[src/rtl/key_debounce.sv]
// Multi-key push-button conditioner: two-flop synchroniser, polarity normalisation
// and an independent four-state debounce FSM per key driving a clean active-high level.
module key_debounce #(
    parameter int NUM_KEYS        = 4,
    parameter int DEBOUNCE_CYCLES = 1_000_000,
    parameter bit ACTIVE_LOW      = 1'b1,
    parameter int CNT_W           = $clog2(DEBOUNCE_CYCLES)
) (
    input  logic                sys_clk,
    input  logic                sys_rst,
    input  logic [NUM_KEYS-1:0] i_key_raw,
    output logic [NUM_KEYS-1:0] o_key,
    output logic [NUM_KEYS-1:0] o_key_busy
);

    typedef enum logic [1:0] {
        S_LOW  = 2'b00,
        S_RISE = 2'b01,
        S_HIGH = 2'b10,
        S_FALL = 2'b11
    } state_e;

    localparam logic [NUM_KEYS-1:0] IDLE_LVL = {NUM_KEYS{ACTIVE_LOW}};
    localparam logic [CNT_W-1:0]    CNT_ONE  = CNT_W'(1);
    localparam logic [CNT_W-1:0]    CNT_MAX  = CNT_W'(DEBOUNCE_CYCLES - 1);

    logic [NUM_KEYS-1:0] sync1_q;
    logic [NUM_KEYS-1:0] sync2_q;
    logic [NUM_KEYS-1:0] key_s;

    // Synchroniser resets to the released pin level so reset never looks like a press.
    always_ff @(posedge sys_clk or posedge sys_rst) begin
        if (sys_rst) begin
            sync1_q <= IDLE_LVL;
            sync2_q <= IDLE_LVL;
        end else begin
            sync1_q <= i_key_raw;
            sync2_q <= sync1_q;
        end
    end

    assign key_s = sync2_q ^ IDLE_LVL;

    for (genvar k = 0; k < NUM_KEYS; k++) begin : g_key
        state_e           state_q;
        state_e           state_d;
        logic [CNT_W-1:0] cnt_q;
        logic [CNT_W-1:0] cnt_d;

        always_ff @(posedge sys_clk or posedge sys_rst) begin
            if (sys_rst) begin
                state_q <= S_LOW;
                cnt_q   <= '0;
            end else begin
                state_q <= state_d;
                cnt_q   <= cnt_d;
            end
        end

        // cnt counts consecutive samples at the candidate level, including the one that entered the state.
        always_comb begin
            state_d = state_q;
            cnt_d   = cnt_q;
            case (state_q)
                S_LOW: begin
                    if (key_s[k]) begin
                        state_d = S_RISE;
                        cnt_d   = CNT_ONE;
                    end
                end
                S_RISE: begin
                    if (!key_s[k]) begin
                        state_d = S_LOW;
                        cnt_d   = '0;
                    end else if (cnt_q == CNT_MAX) begin
                        state_d = S_HIGH;
                        cnt_d   = '0;
                    end else begin
                        cnt_d = cnt_q + CNT_ONE;
                    end
                end
                S_HIGH: begin
                    if (!key_s[k]) begin
                        state_d = S_FALL;
                        cnt_d   = CNT_ONE;
                    end
                end
                S_FALL: begin
                    if (key_s[k]) begin
                        state_d = S_HIGH;
                        cnt_d   = '0;
                    end else if (cnt_q == CNT_MAX) begin
                        state_d = S_LOW;
                        cnt_d   = '0;
                    end else begin
                        cnt_d = cnt_q + CNT_ONE;
                    end
                end
                default: begin
                    state_d = S_LOW;
                    cnt_d   = '0;
                end
            endcase
        end

        assign o_key[k]      = (state_q == S_HIGH) || (state_q == S_FALL);
        assign o_key_busy[k] = (state_q == S_RISE) || (state_q == S_FALL);
    end

endmodule

[config.mk]
export PLATFORM = sky130hd
export DESIGN_NAME = key_debounce
export DESIGN_NICKNAME = d
export VERILOG_FILES = /design/src/rtl/key_debounce.sv
export SDC_FILE = /design/constraint.sdc
export NUM_CORES = 1
export LEC_CHECK = 0
export ABC_CLOCK_PERIOD_IN_PS = 8220
export CAP_MARGIN = 20
export CORE_ASPECT_RATIO = 2
export CORE_MARGIN = 4
export CORE_UTILIZATION = 55
export CTS_CLUSTER_DIAMETER = 200
export DETAILED_ROUTE_END_ITERATION = 6
export PLACE_DENSITY_LB_ADDON = 0.2
export SYNTH_ARGS = -nofsm -noshare
export SYNTH_HDL_FRONTEND = slang
export SYNTH_SLANG_ARGS = --single-unit
[constraint.sdc]
create_clock -name sys_clk -period 8.22 [get_ports sys_clk]
set_input_delay 1.644 -clock sys_clk [delete_from_list [all_inputs] [get_ports sys_clk]]
set_output_delay 1.644 -clock sys_clk [all_outputs]
set_load 0.02 [all_outputs]
==> report_table.html, run 1 <==
<table>
<tr><th>Metric</th><th>Value</th></tr>
<tr><th colspan="2">Detailed routing</th></tr>
<tr><td>Total length of routed wires</td><td>11,100 µm</td></tr>
<tr><td>Post-detailed-route DRC marker count</td><td>0</td></tr>
<tr><td>Iteration count of the initial detailed-routing pass</td><td>5</td></tr>
<tr><td>Initial DRC Count</td><td>359</td></tr>
<tr><td>Drt wl/cell</td><td>16.8 µm</td></tr>
<tr><td>Antenna Violating Nets Remaining</td><td>0</td></tr>
<tr><td>Post-detailed-route via-to-cell ratio</td><td>6.48</td></tr>
<tr><td>Vias post-DR</td><td>4,270</td></tr>
<tr><th colspan="2">Die</th></tr>
<tr><td>Number of core rows</td><td>49</td></tr>
<tr><td>Effective utilization at floorplan</td><td>0.564</td></tr>
<tr><td>Core ar.</td><td>9010 µm²</td></tr>
<tr><td>Die X</td><td>76.0 µm</td></tr>
<tr><td>Die Ht</td><td>144 µm</td></tr>
<tr><td>Die area</td><td>10,900 µm²</td></tr>
<tr><td>Boundary pin count</td><td>14</td></tr>
<tr><th colspan="2">CTS</th></tr>
<tr><td>CTS buffer count</td><td>9</td></tr>
<tr><td>Buffer type at the clock tree root</td><td>clkbuf_16</td></tr>
<tr><td>Quantity of gates resized following cts</td><td>0</td></tr>
<tr><td>Number of setup buffers added after CTS</td><td>0</td></tr>
<tr><td>Insertion delay of the later-clocked pin in the worst-skew pair</td><td>340 ps</td></tr>
<tr><td>Quantity of hold-fixing buffers added after cts</td><td>0</td></tr>
<tr><td>Clock tree from TritonCTS</td><td>yes</td></tr>
<tr><td>Reg clk slew, reported paths</td><td>70 ps</td></tr>
<tr><td>Count of clock tree sinks</td><td>96</td></tr>
<tr><td>H-tree depth reported by CTS</td><td>3</td></tr>
<tr><td>Clock Path Buffers</td><td>2</td></tr>
<tr><th colspan="2">Synth</th></tr>
<tr><td>Average cell area after synthesis</td><td>9.25 µm²</td></tr>
<tr><td>Top-area cell type share of the netlist area</td><td>0.433</td></tr>
<tr><td>Seq cells post-synth</td><td>96</td></tr>
<tr><td>Post-synthesis instance area</td><td>5080 µm²</td></tr>
<tr><td>Asr flop ratio synth</td><td>1.00</td></tr>
<tr><td>Seq/Total Area, Yosys</td><td>0.474</td></tr>
<tr><td>Biggest area contributors in the synthesized netlist</td><td>dfrtp_1 (43%), nand3_1 (4.8%), a31oi_1 (4.4%)</td></tr>
<tr><td>Number of warnings printed during yosys synthesis</td><td>0</td></tr>
<tr><td>Unique cell type count in the Yosys netlist</td><td>58</td></tr>
<tr><td>Library cell occupying the most area in the post-synthesis netlist</td><td>dfrtp_1</td></tr>
<tr><td>Primary FF master, synth</td><td>dfrtp_1</td></tr>
<tr><td>Number of synthesized flops with an enable pin</td><td>0</td></tr>
<tr><td>Gate count of the mapped netlist</td><td>550</td></tr>
<tr><td>Number of nets in the synthesized netlist</td><td>560</td></tr>
<tr><th colspan="2">Placed design</th></tr>
<tr><td>Post-Place Cell Area</td><td>5230 µm²</td></tr>
<tr><td>Total of buffers placed on input and output ports</td><td>13</td></tr>
<tr><td>Placed instance count</td><td>639</td></tr>
<tr><td>Worst setup slack after placement</td><td>4990 ps</td></tr>
<tr><td>Placer congestion estimate</td><td>0.855</td></tr>
<tr><td>Post-DP HPWL</td><td>7500 µm</td></tr>
<tr><th colspan="2">Global routing</th></tr>
<tr><td>Antenna violations before repair</td><td>0</td></tr>
<tr><td>Pin count of the biggest net entering global routing</td><td>64</td></tr>
<tr><td>Number of global-route vias before repair</td><td>4,072</td></tr>
<tr><td>Global routing usage summed across all routing layers</td><td>0.207</td></tr>
<tr><td>Grt total ovfl</td><td>0</td></tr>
<tr><td>Wire length of the first global-routing pass</td><td>18,800 µm</td></tr>
<tr><th colspan="2">Cells and area</th></tr>
<tr><td>Most used cells in the layout excluding fill and tap cells</td><td>dfrtp_1 (88), nand2_1 (59), nand3_1 (49)</td></tr>
<tr><td>Proportion of layout cells with a drive suffix above 1</td><td>0.0880</td></tr>
<tr><td>Synth-to-Final Area Change</td><td>10.4%</td></tr>
<tr><td>Post-route design area</td><td>5610 µm²</td></tr>
<tr><td>Net count of the finished layout</td><td>562</td></tr>
<tr><td>Commonest non-fill, non-tap cell in the layout</td><td>dfrtp_1</td></tr>
<tr><td>Post-route insts no fill</td><td>659</td></tr>
<tr><td>Fillers</td><td>773</td></tr>
<tr><td>Diode count</td><td>0</td></tr>
<tr><th colspan="2">Critical path</th></tr>
<tr><td>Kind of start point of the critical path</td><td>flop</td></tr>
<tr><td>CP Cell Sequence</td><td>clkdlybuf4s50_1</td></tr>
<tr><td>Critical path data required time</td><td>6580 ps</td></tr>
<tr><td>Worst-path maximum fanout</td><td>10</td></tr>
<tr><td>Count of buffer and inverter cells on the critical path</td><td>1</td></tr>
<tr><td>Endpoint kind of the worst setup timing path</td><td>output port</td></tr>
<tr><td>Classification of the worst setup path</td><td>reg -&gt; out</td></tr>
<tr><td>Slowest stage delay, CP</td><td>660 ps</td></tr>
<tr><td>Slowest cell on crit path</td><td>clkdlybuf4s50_1</td></tr>
<tr><td>Largest delay share family, worst path</td><td>buffers and inverters</td></tr>
<tr><td>CP Data Arrival Time</td><td>1490 ps</td></tr>
<tr><th colspan="2">Timing</th></tr>
<tr><td>Final-report max-slew violation count</td><td>0</td></tr>
<tr><td>Sum of negative setup slack</td><td>0 ps</td></tr>
<tr><td>Clock Skews</td><td>5.04 ps</td></tr>
<tr><td>Final Hold Violating Endpoints</td><td>0</td></tr>
<tr><td>Highest clock frequency the design can meet</td><td>0.319 GHz</td></tr>
<tr><td>Worst Hold Slack</td><td>353 ps</td></tr>
<tr><td>Worst setup slack after layout</td><td>5090 ps</td></tr>
<tr><td>Worst Tran Pin Value</td><td>882 ps</td></tr>
<tr><td>Number of failing setup endpoints in the final timing report</td><td>0</td></tr>
<tr><td>Setup repair after global routing missed its margin</td><td>false</td></tr>
<tr><td>Minimum clock period</td><td>3130 ps</td></tr>
<tr><td>Post-route clock period utilization</td><td>0.381</td></tr>
<tr><td>Worst slew margin relative to its limit</td><td>0.410</td></tr>
<tr><th colspan="2">Flow run</th></tr>
<tr><td>Number of maximum-capacitance constraint violations</td><td>0</td></tr>
<tr><th colspan="2">Min path</th></tr>
<tr><td>Hold WC Path Type</td><td>reg -&gt; reg</td></tr>
<tr><th colspan="2">Status</th></tr>
<tr><td>Result of the run</td><td>finished clean</td></tr>
<tr><th colspan="2">Power</th></tr>
<tr><td>Power per cell area</td><td>254 nW/µm²</td></tr>
<tr><td>Leakage dissipation</td><td>0.00230 µW</td></tr>
<tr><td>Peak supply drop</td><td>0.191 mV</td></tr>
</table>
==> cell usage after synthesis, types with 5 or more instances <==
master	count
a21o_1	12
a21oi_1	36
a22o_1	15
a31oi_1	36
a41oi_1	5
and3_1	15
buf_2	8
clkbuf_1	16
dfrtp_1	88
dfstp_2	8
inv_1	13
mux2i_1	5
nand2_1	59
nand2b_1	8
nand3_1	49
nand4_1	16
nor2_1	28
nor3_1	7
nor4_2	5
o21a_1	5
o21ai_0	30
o21ai_1	5
or3_1	7
xnor2_1	9
==> where the power goes <==
part           total [µW]  internal, µW  switching (µW)
logic                 404           151             253
clock network         458           270             187
registers             565           512            52.9
total                1430           933             493
==> final timing paths <==
kind / startpoint / endpoint / slack [ps] / cells after the start
max in group asynchronous: sys_rst / g_key[0].cnt_q[0] / 5460 / 3
max: g_key[1].state_q[0] / o_key_busy[1] / 5090 / 1
min: sync1_q[2] / sync2_q[2] / 350 / 0
max reg2reg: g_key[3].cnt_q[0] / g_key[3].cnt_q[18] / 5900 / 6
min in group asynchronous: sys_rst / asynchronous set/reset pin / 1650 / 2
min reg2reg: sync1_q[2] / sync2_q[2] / 350 / 0
==> through the flow <==
step / power [µW] / utilization
global route: 1510 / 0.623
global placement: 942 / 0.580
floorplan: 873 / -
CTS: 1420 / 0.617
detailed placement: 956 / 0.580
finish: 1430 / 0.623
==> state kept, by name, summed over array words and instances (netlist names), named ones only <==
name and flops:
sync1_q 4, sync2_q 4, g_key.state_q 4, g_key.cnt_q 80
==> layer usage <==
metal | part of all wire | vias to the layer above | global-route usage
met5 | 0 | - | 0
met4 | 0.021 | 0 | 0.0929
met3 | 0.031 | 19 | 0.0318
met2 | 0.53 | 99 | 0.367
met1 | 0.42 | 2099 | 0.245
li1 | - | 2053 | -
==> kinds of logic (layout without fill, tap and decap cells) <==
group,Yosys count,in the layout,synth area share
AOI/OAI and AO/OA,162,162,0.203
xor gates and xnor gates,13,13,0.0224
adders and majority gates,4,4,0.00984
buffers and inverters,40,47,0.0352
DFF,96,96,0.474
muxes,5,5,0.00984
and+or+nand+nor,230,230,0.246
==> cell type report <==
type | instances | area [µm²] | share of cell area
Inverter | 13 | 51.3 | 0.00914
Timing Repair Buffer | 18 | 194 | 0.0345
Clock buffer | 9 | 225 | 0.0401
Multi-Input combinational cell | 414 | 2500 | 0.446
Sequential cell | 96 | 2410 | 0.430
Clock inverter | 7 | 103 | 0.0183
Tap cell | 102 | 128 | 0.0227
Power figures use the tool's default switching activity.
==> run 2: changes to the inputs <==
ABC_CLOCK_PERIOD_IN_PS = 3240   (was 8220)
clock period = 3.24 ns   (was 8.22 ns; I/O delays follow)
==> run 2 against run 1 <==
Against the previous run:
- register-to-register slack got worse by 5000 ps
- non-clock buffer count increased by 1
- global-route usage increased by 0.27 points
- combinational power increased by 150%
- cell count unchanged
- setup slack got worse by 4200 ps
- sequential cell count unchanged
- hold slack improved by 2.1 ps
- sequential power increased to 2.5 times the previous value
- die area unchanged
==> report_table.html, run 2 (same netlist as run 1, synthesis figures left out) <==
<table>
<tr><th>Metric</th><th>Value</th></tr>
<tr><th colspan="2">Die</th></tr>
<tr><td>Die Ht</td><td>144 µm (unchanged)</td></tr>
<tr><td>Die area</td><td>10,900 µm² (unchanged)</td></tr>
<tr><td>Boundary pin count</td><td>14 (unchanged)</td></tr>
<tr><td>Core ar.</td><td>9010 µm² (unchanged)</td></tr>
<tr><td>Number of core rows</td><td>49 (unchanged)</td></tr>
<tr><td>Effective utilization at floorplan</td><td>0.564 (unchanged)</td></tr>
<tr><td>Die X</td><td>76.0 µm (unchanged)</td></tr>
<tr><th colspan="2">Timing</th></tr>
<tr><td>Highest clock frequency the design can meet</td><td>0.431 GHz</td></tr>
<tr><td>Clock Skews</td><td>6.51 ps (+1.47 ps)</td></tr>
<tr><td>Sum of negative setup slack</td><td>0 ps (unchanged)</td></tr>
<tr><td>Minimum clock period</td><td>2320 ps</td></tr>
<tr><td>Setup repair after global routing missed its margin</td><td>false</td></tr>
<tr><td>Final Hold Violating Endpoints</td><td>0 (unchanged)</td></tr>
<tr><td>Worst slew margin relative to its limit</td><td>0.425 (+0.0151)</td></tr>
<tr><td>Worst Hold Slack</td><td>356 ps (+2.15 ps)</td></tr>
<tr><td>Worst Tran Pin Value</td><td>859 ps (-22.5 ps)</td></tr>
<tr><td>Post-route clock period utilization</td><td>0.716</td></tr>
<tr><td>Final-report max-slew violation count</td><td>0 (unchanged)</td></tr>
<tr><td>Worst setup slack after layout</td><td>921 ps (-4160 ps)</td></tr>
<tr><td>Number of failing setup endpoints in the final timing report</td><td>0 (unchanged)</td></tr>
<tr><th colspan="2">Global routing</th></tr>
<tr><td>Pin count of the biggest net entering global routing</td><td>39 (-39%)</td></tr>
<tr><td>Wire length of the first global-routing pass</td><td>19,000 µm (+1.1%)</td></tr>
<tr><td>Grt total ovfl</td><td>0 (unchanged)</td></tr>
<tr><td>Global routing usage summed across all routing layers</td><td>0.209 (+0.00267)</td></tr>
<tr><td>Antenna violations before repair</td><td>0 (unchanged)</td></tr>
<tr><td>Number of global-route vias before repair</td><td>4,158 (+2.1%)</td></tr>
<tr><th colspan="2">Detailed routing</th></tr>
<tr><td>Post-detailed-route via-to-cell ratio</td><td>6.54 (+0.98%)</td></tr>
<tr><td>Iteration count of the initial detailed-routing pass</td><td>5 (unchanged)</td></tr>
<tr><td>Initial DRC Count</td><td>312 (-13%)</td></tr>
<tr><td>Total length of routed wires</td><td>11,000 µm (-1.0%)</td></tr>
<tr><td>Post-detailed-route DRC marker count</td><td>0 (unchanged)</td></tr>
<tr><td>Vias post-DR</td><td>4,312 (+0.98%)</td></tr>
<tr><td>Antenna Violating Nets Remaining</td><td>0 (unchanged)</td></tr>
<tr><td>Drt wl/cell</td><td>16.6 µm (-1.0%)</td></tr>
<tr><th colspan="2">Critical path</th></tr>
<tr><td>Worst-path maximum fanout</td><td>17 (+7)</td></tr>
<tr><td>CP Cell Sequence</td><td>ha_1 -&gt; nand2_1 -&gt; nor4_2 -&gt; a21oi_2 -&gt; buf_4 -&gt; a41oi_1 -&gt; a31oi_1</td></tr>
<tr><td>Endpoint kind of the worst setup timing path</td><td>flop</td></tr>
<tr><td>CP Data Arrival Time</td><td>2580 ps (+1090 ps)</td></tr>
<tr><td>Classification of the worst setup path</td><td>reg -&gt; reg</td></tr>
<tr><td>Slowest cell on crit path</td><td>a21oi_2</td></tr>
<tr><td>Critical path data required time</td><td>3500 ps (-3080 ps)</td></tr>
<tr><td>Largest delay share family, worst path</td><td>compound AO/OA/AOI/OAI gates</td></tr>
<tr><td>Kind of start point of the critical path</td><td>flop</td></tr>
<tr><td>Slowest stage delay, CP</td><td>580 ps (-80 ps)</td></tr>
<tr><td>Count of buffer and inverter cells on the critical path</td><td>1 (unchanged)</td></tr>
<tr><th colspan="2">Power</th></tr>
<tr><td>Peak supply drop</td><td>0.338 mV (+77%)</td></tr>
<tr><td>Leakage dissipation</td><td>0.00230 µW (+0.20%)</td></tr>
<tr><td>Power per cell area</td><td>638 nW/µm² (+150%)</td></tr>
<tr><th colspan="2">Placed design</th></tr>
<tr><td>Worst setup slack after placement</td><td>857 ps (-4130 ps)</td></tr>
<tr><td>Post-DP HPWL</td><td>7460 µm (-0.64%)</td></tr>
<tr><td>Total of buffers placed on input and output ports</td><td>13 (unchanged)</td></tr>
<tr><td>Placer congestion estimate</td><td>0.847 (-1.0%)</td></tr>
<tr><td>Post-Place Cell Area</td><td>5270 µm² (+0.81%)</td></tr>
<tr><th colspan="2">CTS</th></tr>
<tr><td>Quantity of hold-fixing buffers added after cts</td><td>0 (unchanged)</td></tr>
<tr><td>Reg clk slew, reported paths</td><td>60 ps (about the same)</td></tr>
<tr><td>Number of setup buffers added after CTS</td><td>0 (unchanged)</td></tr>
<tr><td>Count of clock tree sinks</td><td>96 (unchanged)</td></tr>
<tr><td>Insertion delay of the later-clocked pin in the worst-skew pair</td><td>340 ps (about the same)</td></tr>
<tr><td>Clock Path Buffers</td><td>2 (unchanged)</td></tr>
<tr><td>H-tree depth reported by CTS</td><td>3 (unchanged)</td></tr>
<tr><td>Buffer type at the clock tree root</td><td>clkbuf_16</td></tr>
<tr><td>CTS buffer count</td><td>9 (unchanged)</td></tr>
<tr><td>Clock tree from TritonCTS</td><td>yes</td></tr>
<tr><td>Quantity of gates resized following cts</td><td>0 (unchanged)</td></tr>
<tr><th colspan="2">Cells and area</th></tr>
<tr><td>Commonest non-fill, non-tap cell in the layout</td><td>dfrtp_1</td></tr>
<tr><td>Diode count</td><td>0 (unchanged)</td></tr>
<tr><td>Fillers</td><td>756 (-2.2%)</td></tr>
<tr><td>Multi-input logic area</td><td>2500 µm² (unchanged)</td></tr>
<tr><td>Reg area</td><td>2410 µm² (unchanged)</td></tr>
<tr><td>Most used cells in the layout excluding fill and tap cells</td><td>dfrtp_1 (88), nand2_1 (59), nand3_1 (49)</td></tr>
<tr><td>Post-route design area</td><td>5610 µm² (-0.16%)</td></tr>
<tr><td>Proportion of layout cells with a drive suffix above 1</td><td>0.0862 (-0.00180)</td></tr>
<tr><td>Max FFs per register</td><td>80 (unchanged)</td></tr>
<tr><td>Net count of the finished layout</td><td>563 (+0.18%)</td></tr>
<tr><td>Synth-to-Final Area Change</td><td>10.2%</td></tr>
<tr><td>Largest register by flop count</td><td>g_key.cnt_q</td></tr>
<tr><th colspan="2">Min path</th></tr>
<tr><td>Hold WC Path Type</td><td>reg -&gt; reg</td></tr>
<tr><th colspan="2">Flow run</th></tr>
<tr><td>Number of maximum-capacitance constraint violations</td><td>0 (unchanged)</td></tr>
<tr><th colspan="2">Status</th></tr>
<tr><td>Result of the run</td><td>finished clean</td></tr>
</table>
-- run 2: cell count changes in the layout (fill, tap and decap cells not counted) --
cell        previous run  this run
buf_4                  1         4
clkbuf_1               0         1
clkinv_4               1         0
buf_12                 0         1
clkinv_2               0         1
inv_6                  3         0
buf_8                  3         0
clkinvlp_4             1         0
clkbuf_8               0         2
-- run 2: per-stage QoR --
step	utilization	instances	power, µW
after floorplan	-	550	2210
after global placement	0.585	643	2410
after detailed placement	0.585	643	2440
after CTS	0.621	658	3590
after global routing	0.622	659	3790
final	0.622	659	3570
-- run 2: final cells by class --
cell class	instances	share of cell area
Tap cell	102	0.0228
Inverter	13	0.00915
Clock buffer	12	0.0458
Multi-Input combinational cell	414	0.446
Timing Repair Buffer	19	0.0342
Clock inverter	3	0.0116
Sequential cell	96	0.430
-- run 2: metal layers --
layer,up-vias,part of all wire,track usage
met5,-,0,0
met4,0,0.030,0.104
met3,27,0.035,0.0343
met2,112,0.52,0.365
met1,2126,0.41,0.248
li1,2047,-,-
-- run 2: worst paths after layout --
| path | from | end | slack (ps) | cells after the start |
|---|---|---|---|---|
| setup / recovery | g_key[2].cnt_q[0] | g_key[2].cnt_q[5] | 920 | 7 |
| hold / removal | sync1_q[3] | sync2_q[3] | 360 | 0 |
| setup reg to reg | g_key[2].cnt_q[0] | g_key[2].cnt_q[5] | 920 | 7 |
| hold reg to reg | sync1_q[3] | sync2_q[3] | 360 | 0 |
| max in group asynchronous | sys_rst | sync1_q[1] | 1820 | 3 |
| min in group asynchronous | sys_rst | g_key[3].cnt_q[8] | 700 | 2 |
-- run 2: where the power goes --
part / switching (µW) / total, µW / leakage [µW] / internal [µW]
Combinational: 629 / 994 / 0.000863 / 365
Sequential: 136 / 1440 / 0.00128 / 1300
Clock: 432 / 1150 / 0.000159 / 713
Total: 1200 / 3570 / 0.00230 / 2380
==> run 3: changes to the inputs <==
ABC_CLOCK_PERIOD_IN_PS = 2300   (was 3240)
clock period = 2.3 ns   (was 3.24 ns; I/O delays follow)
==> run 3 against run 2 <==
Against the previous run:
- global-route usage rose by 0.46 points
- die area did not move
- sequential power rose by 38%
- first-iteration DRC count rose by 4.8%
- sequential cell count did not move
- critical endpoint is now g_key[3].cnt_q[14]
- largest cell class unchanged
==> report_table.html, run 3 (same netlist as run 1, synthesis figures left out) <==
<table>
<tr><th>Metric</th><th>Value</th></tr>
<tr><th colspan="2">Cells and area</th></tr>
<tr><td>Most used cells in the layout excluding fill and tap cells</td><td>dfrtp_1 (88), nand2_1 (59), nand3_1 (49)</td></tr>
<tr><td>Largest register by flop count</td><td>g_key.cnt_q</td></tr>
<tr><td>Commonest non-fill, non-tap cell in the layout</td><td>dfrtp_1</td></tr>
<tr><td>Fillers</td><td>718 (-5.0%)</td></tr>
<tr><td>Post-route design area</td><td>5780 µm² (+3.1%)</td></tr>
<tr><td>Diode count</td><td>0 (unchanged)</td></tr>
<tr><td>Max FFs per register</td><td>80 (unchanged)</td></tr>
<tr><td>Proportion of layout cells with a drive suffix above 1</td><td>0.117 (+0.0303)</td></tr>
<tr><td>Net count of the finished layout</td><td>580 (+3.0%)</td></tr>
<tr><td>Synth-to-Final Area Change</td><td>13.7%</td></tr>
<tr><th colspan="2">Power</th></tr>
<tr><td>Power per cell area</td><td>908 nW/µm² (+42%)</td></tr>
<tr><td>Final Power</td><td>5250 µW (+47%)</td></tr>
<tr><td>Peak supply drop</td><td>0.692 mV (+100%)</td></tr>
<tr><td>Internal power contribution</td><td>3500 µW (+47%)</td></tr>
<tr><td>Leakage dissipation</td><td>0.00240 µW (+4.3%)</td></tr>
<tr><td>Combinational power share</td><td>0.299 (+0.021)</td></tr>
<tr><td>Net switching power</td><td>1750 µW (+46%)</td></tr>
<tr><td>Part of the total power dissipated in sequential elements</td><td>0.379 (-0.023)</td></tr>
<tr><td>Power share of the clock group</td><td>0.322 (+0.002)</td></tr>
<tr><td>Switching share of power</td><td>0.334 (-0.00101)</td></tr>
<tr><th colspan="2">Detailed routing</th></tr>
<tr><td>Post-detailed-route via-to-cell ratio</td><td>6.27 (-4.1%)</td></tr>
<tr><td>Antenna Violating Nets Remaining</td><td>0 (unchanged)</td></tr>
<tr><td>Vias post-DR</td><td>4,246 (-1.5%)</td></tr>
<tr><td>Total length of routed wires</td><td>11,100 µm (+1.3%)</td></tr>
<tr><td>Initial DRC Count</td><td>327 (+4.8%)</td></tr>
<tr><td>Iteration count of the initial detailed-routing pass</td><td>5 (unchanged)</td></tr>
<tr><td>Post-detailed-route DRC marker count</td><td>0 (unchanged)</td></tr>
<tr><td>Drt wl/cell</td><td>16.4 µm (-1.4%)</td></tr>
<tr><th colspan="2">Critical path</th></tr>
<tr><td>CP Cell Sequence</td><td>or4_4 -&gt; nor4_4 -&gt; a31oi_4 -&gt; buf_4 -&gt; a41oi_1 -&gt; a31oi_1</td></tr>
<tr><td>Start of the worst register-to-register path</td><td>g_key[3].cnt_q[10]</td></tr>
<tr><td>Number of cells on the worst reg-to-reg path</td><td>6 (-1)</td></tr>
<tr><td>Terminus of the critical flop-to-flop path</td><td>g_key[3].cnt_q[14]</td></tr>
<tr><td>Classification of the worst setup path</td><td>reg -&gt; reg</td></tr>
<tr><td>CP Data Arrival Time</td><td>2420 ps (-160 ps)</td></tr>
<tr><td>Slack of the worst reg-to-reg path</td><td>100 ps (-820 ps)</td></tr>
<tr><td>Worst-path maximum fanout</td><td>10 (-7)</td></tr>
<tr><td>Kind of start point of the critical path</td><td>flop</td></tr>
<tr><td>Critical path data required time</td><td>2520 ps (-980 ps)</td></tr>
<tr><td>Endpoint kind of the worst setup timing path</td><td>flop</td></tr>
<tr><td>Critical path origin</td><td>g_key[3].cnt_q[10]</td></tr>
<tr><td>Slowest stage delay, CP</td><td>570 ps (about the same)</td></tr>
<tr><td>Slowest cell on crit path</td><td>or4_4</td></tr>
<tr><th colspan="2">CTS</th></tr>
<tr><td>Clock Path Buffers</td><td>2 (unchanged)</td></tr>
<tr><td>H-tree depth reported by CTS</td><td>3 (unchanged)</td></tr>
<tr><td>CTS buffer count</td><td>9 (unchanged)</td></tr>
<tr><td>Quantity of hold-fixing buffers added after cts</td><td>0 (unchanged)</td></tr>
<tr><td>Buffer type at the clock tree root</td><td>clkbuf_16</td></tr>
<tr><td>Insertion delay of the later-clocked pin in the worst-skew pair</td><td>340 ps (about the same)</td></tr>
<tr><td>Count of clock tree sinks</td><td>96 (unchanged)</td></tr>
<tr><td>Reg clk slew, reported paths</td><td>70 ps (about the same)</td></tr>
<tr><td>Clock tree from TritonCTS</td><td>yes</td></tr>
<tr><th colspan="2">Timing</th></tr>
<tr><td>Highest clock frequency the design can meet</td><td>0.455 GHz (+5.4%)</td></tr>
<tr><td>Setup repair after global routing missed its margin</td><td>false</td></tr>
<tr><td>Final Hold Violating Endpoints</td><td>0 (unchanged)</td></tr>
<tr><td>Worst Tran Pin Value</td><td>707 ps (-152 ps)</td></tr>
<tr><td>Clock Skews</td><td>6.27 ps (-0.232 ps)</td></tr>
<tr><td>Worst Hold Slack</td><td>357 ps (+1.69 ps)</td></tr>
<tr><td>Final-report max-slew violation count</td><td>0 (unchanged)</td></tr>
<tr><td>Worst slew margin relative to its limit</td><td>0.527 (+0.102)</td></tr>
<tr><td>Number of failing setup endpoints in the final timing report</td><td>0 (unchanged)</td></tr>
<tr><td>Post-route clock period utilization</td><td>0.956 (+0.241)</td></tr>
<tr><td>Minimum clock period</td><td>2200 ps (-119 ps)</td></tr>
<tr><th colspan="2">Min path</th></tr>
<tr><td>Hold WC Path Type</td><td>reg -&gt; reg</td></tr>
<tr><td>Startpoint of the lowest-slack hold path</td><td>sync1_q[1]</td></tr>
<tr><td>Worst hold path stage count</td><td>0 (unchanged)</td></tr>
<tr><td>Endpoint of the worst hold-timing path</td><td>sync2_q[1]</td></tr>
<tr><th colspan="2">Die</th></tr>
<tr><td>Die Ht</td><td>144 µm (unchanged)</td></tr>
<tr><td>Core ar.</td><td>9010 µm² (unchanged)</td></tr>
<tr><td>Die X</td><td>76.0 µm (unchanged)</td></tr>
<tr><td>Die area</td><td>10,900 µm² (unchanged)</td></tr>
<tr><td>Boundary pin count</td><td>14 (unchanged)</td></tr>
<tr><td>Effective utilization at floorplan</td><td>0.564 (unchanged)</td></tr>
<tr><td>Number of core rows</td><td>49 (unchanged)</td></tr>
<tr><th colspan="2">Placed design</th></tr>
<tr><td>Post-Place Cell Area</td><td>5410 µm² (+2.6%)</td></tr>
<tr><td>Post-DP HPWL</td><td>7620 µm (+2.2%)</td></tr>
<tr><td>Placer congestion estimate</td><td>0.836 (-1.3%)</td></tr>
<tr><td>Total of buffers placed on input and output ports</td><td>13 (unchanged)</td></tr>
<tr><th colspan="2">Global routing</th></tr>
<tr><td>Grt total ovfl</td><td>0 (unchanged)</td></tr>
<tr><td>Number of global-route vias before repair</td><td>4,292 (+3.2%)</td></tr>
<tr><td>Pin count of the biggest net entering global routing</td><td>97 (+150%)</td></tr>
<tr><td>Global routing usage summed across all routing layers</td><td>0.214 (+0.00458)</td></tr>
<tr><td>Antenna violations before repair</td><td>0 (unchanged)</td></tr>
<tr><td>Wire length of the first global-routing pass</td><td>19,500 µm (+2.5%)</td></tr>
<tr><th colspan="2">Status</th></tr>
<tr><td>Result of the run</td><td>finished clean</td></tr>
<tr><th colspan="2">Flow run</th></tr>
<tr><td>Number of maximum-capacitance constraint violations</td><td>0 (unchanged)</td></tr>
</table>
==> run 3: how the worst max path moves through the flow <==
stage / cells past startpoint / to / slack [ps]
2_1_floorplan: 5 / g_key[3].cnt_q[3] / 390
3_3_place_gp: 6 / g_key[1].cnt_q[7] / -10
3_5_place_dp: 6 / g_key[1].cnt_q[7] / -70
4_1_cts: 6 / g_key[3].cnt_q[14] / 80
5_1_grt: 5 / g_key[1].cnt_q[0] / 2
6_report: 6 / g_key[3].cnt_q[14] / 100
==> run 3: power by group through the flow <==
stage	clock (µW)	combinational (µW)	sequential (µW)
final	1690	1570	1990
after global routing	1800	1760	2020
after CTS	1730	1560	1990
after detailed placement	0	1550	2020
after global placement	0	1510	2010
after floorplan	0	1150	1970
==> run 3: metrics by stage <==
| stage | setup slack [ps] | util | TNS, ps | std cells |
|---|---|---|---|---|
| floorplan | 390 | - | 0 | 550 |
| global placement | -10.8 | 0.600 | -21.6 | 661 |
| detailed placement | -74.3 | 0.600 | -180 | 661 |
| CTS | 78.3 | 0.639 | 0 | 677 |
| global route | 2.11 | 0.642 | 0 | 677 |
| finish | 100 | 0.642 | 0 | 677 |
==> run 3: worst max-delay path: cells and delay by family (launching register included) <==
kind / cells / cell delay (ps)
AND/OR/NAND/NOR: 2 / 960
AO/OA/AOI/OAI: 3 / 450
buffers and inverters: 1 / 230
flip-flops: 1 / 440
==> run 3: layer usage <==
metal / global-route usage / wire length, µm / vias up
li1: - / - / 2093
met1: 0.256 / 4590 / 2076
met2: 0.387 / 6170 / 71
met3: 0.0243 / 263 / 6
met4: 0.0891 / 80 / 0
met5: 0 / 0 / -
==> run 3: cell type report <==
class	instances	area (µm²)	share of cell area
clock inverter	4	73.8	0.0128
inverter	13	52.6	0.00909
multi-input combinational	414	2530	0.438
clock buffer	12	267	0.0461
tap	102	128	0.0221
sequential	96	2410	0.417
timing repair buffer	36	315	0.0545
==> run 3: what timing repair did <==
| action | CTS | global route |
|---|---|---|
| setup buffers | 0 | 0 |
| endpoints found under the hold margin | 0 | 0 |
| pin swaps | 0 | 0 |
| resized for setup | 1 | 3 |
| setup endpoints to repair | 4 | 12 |
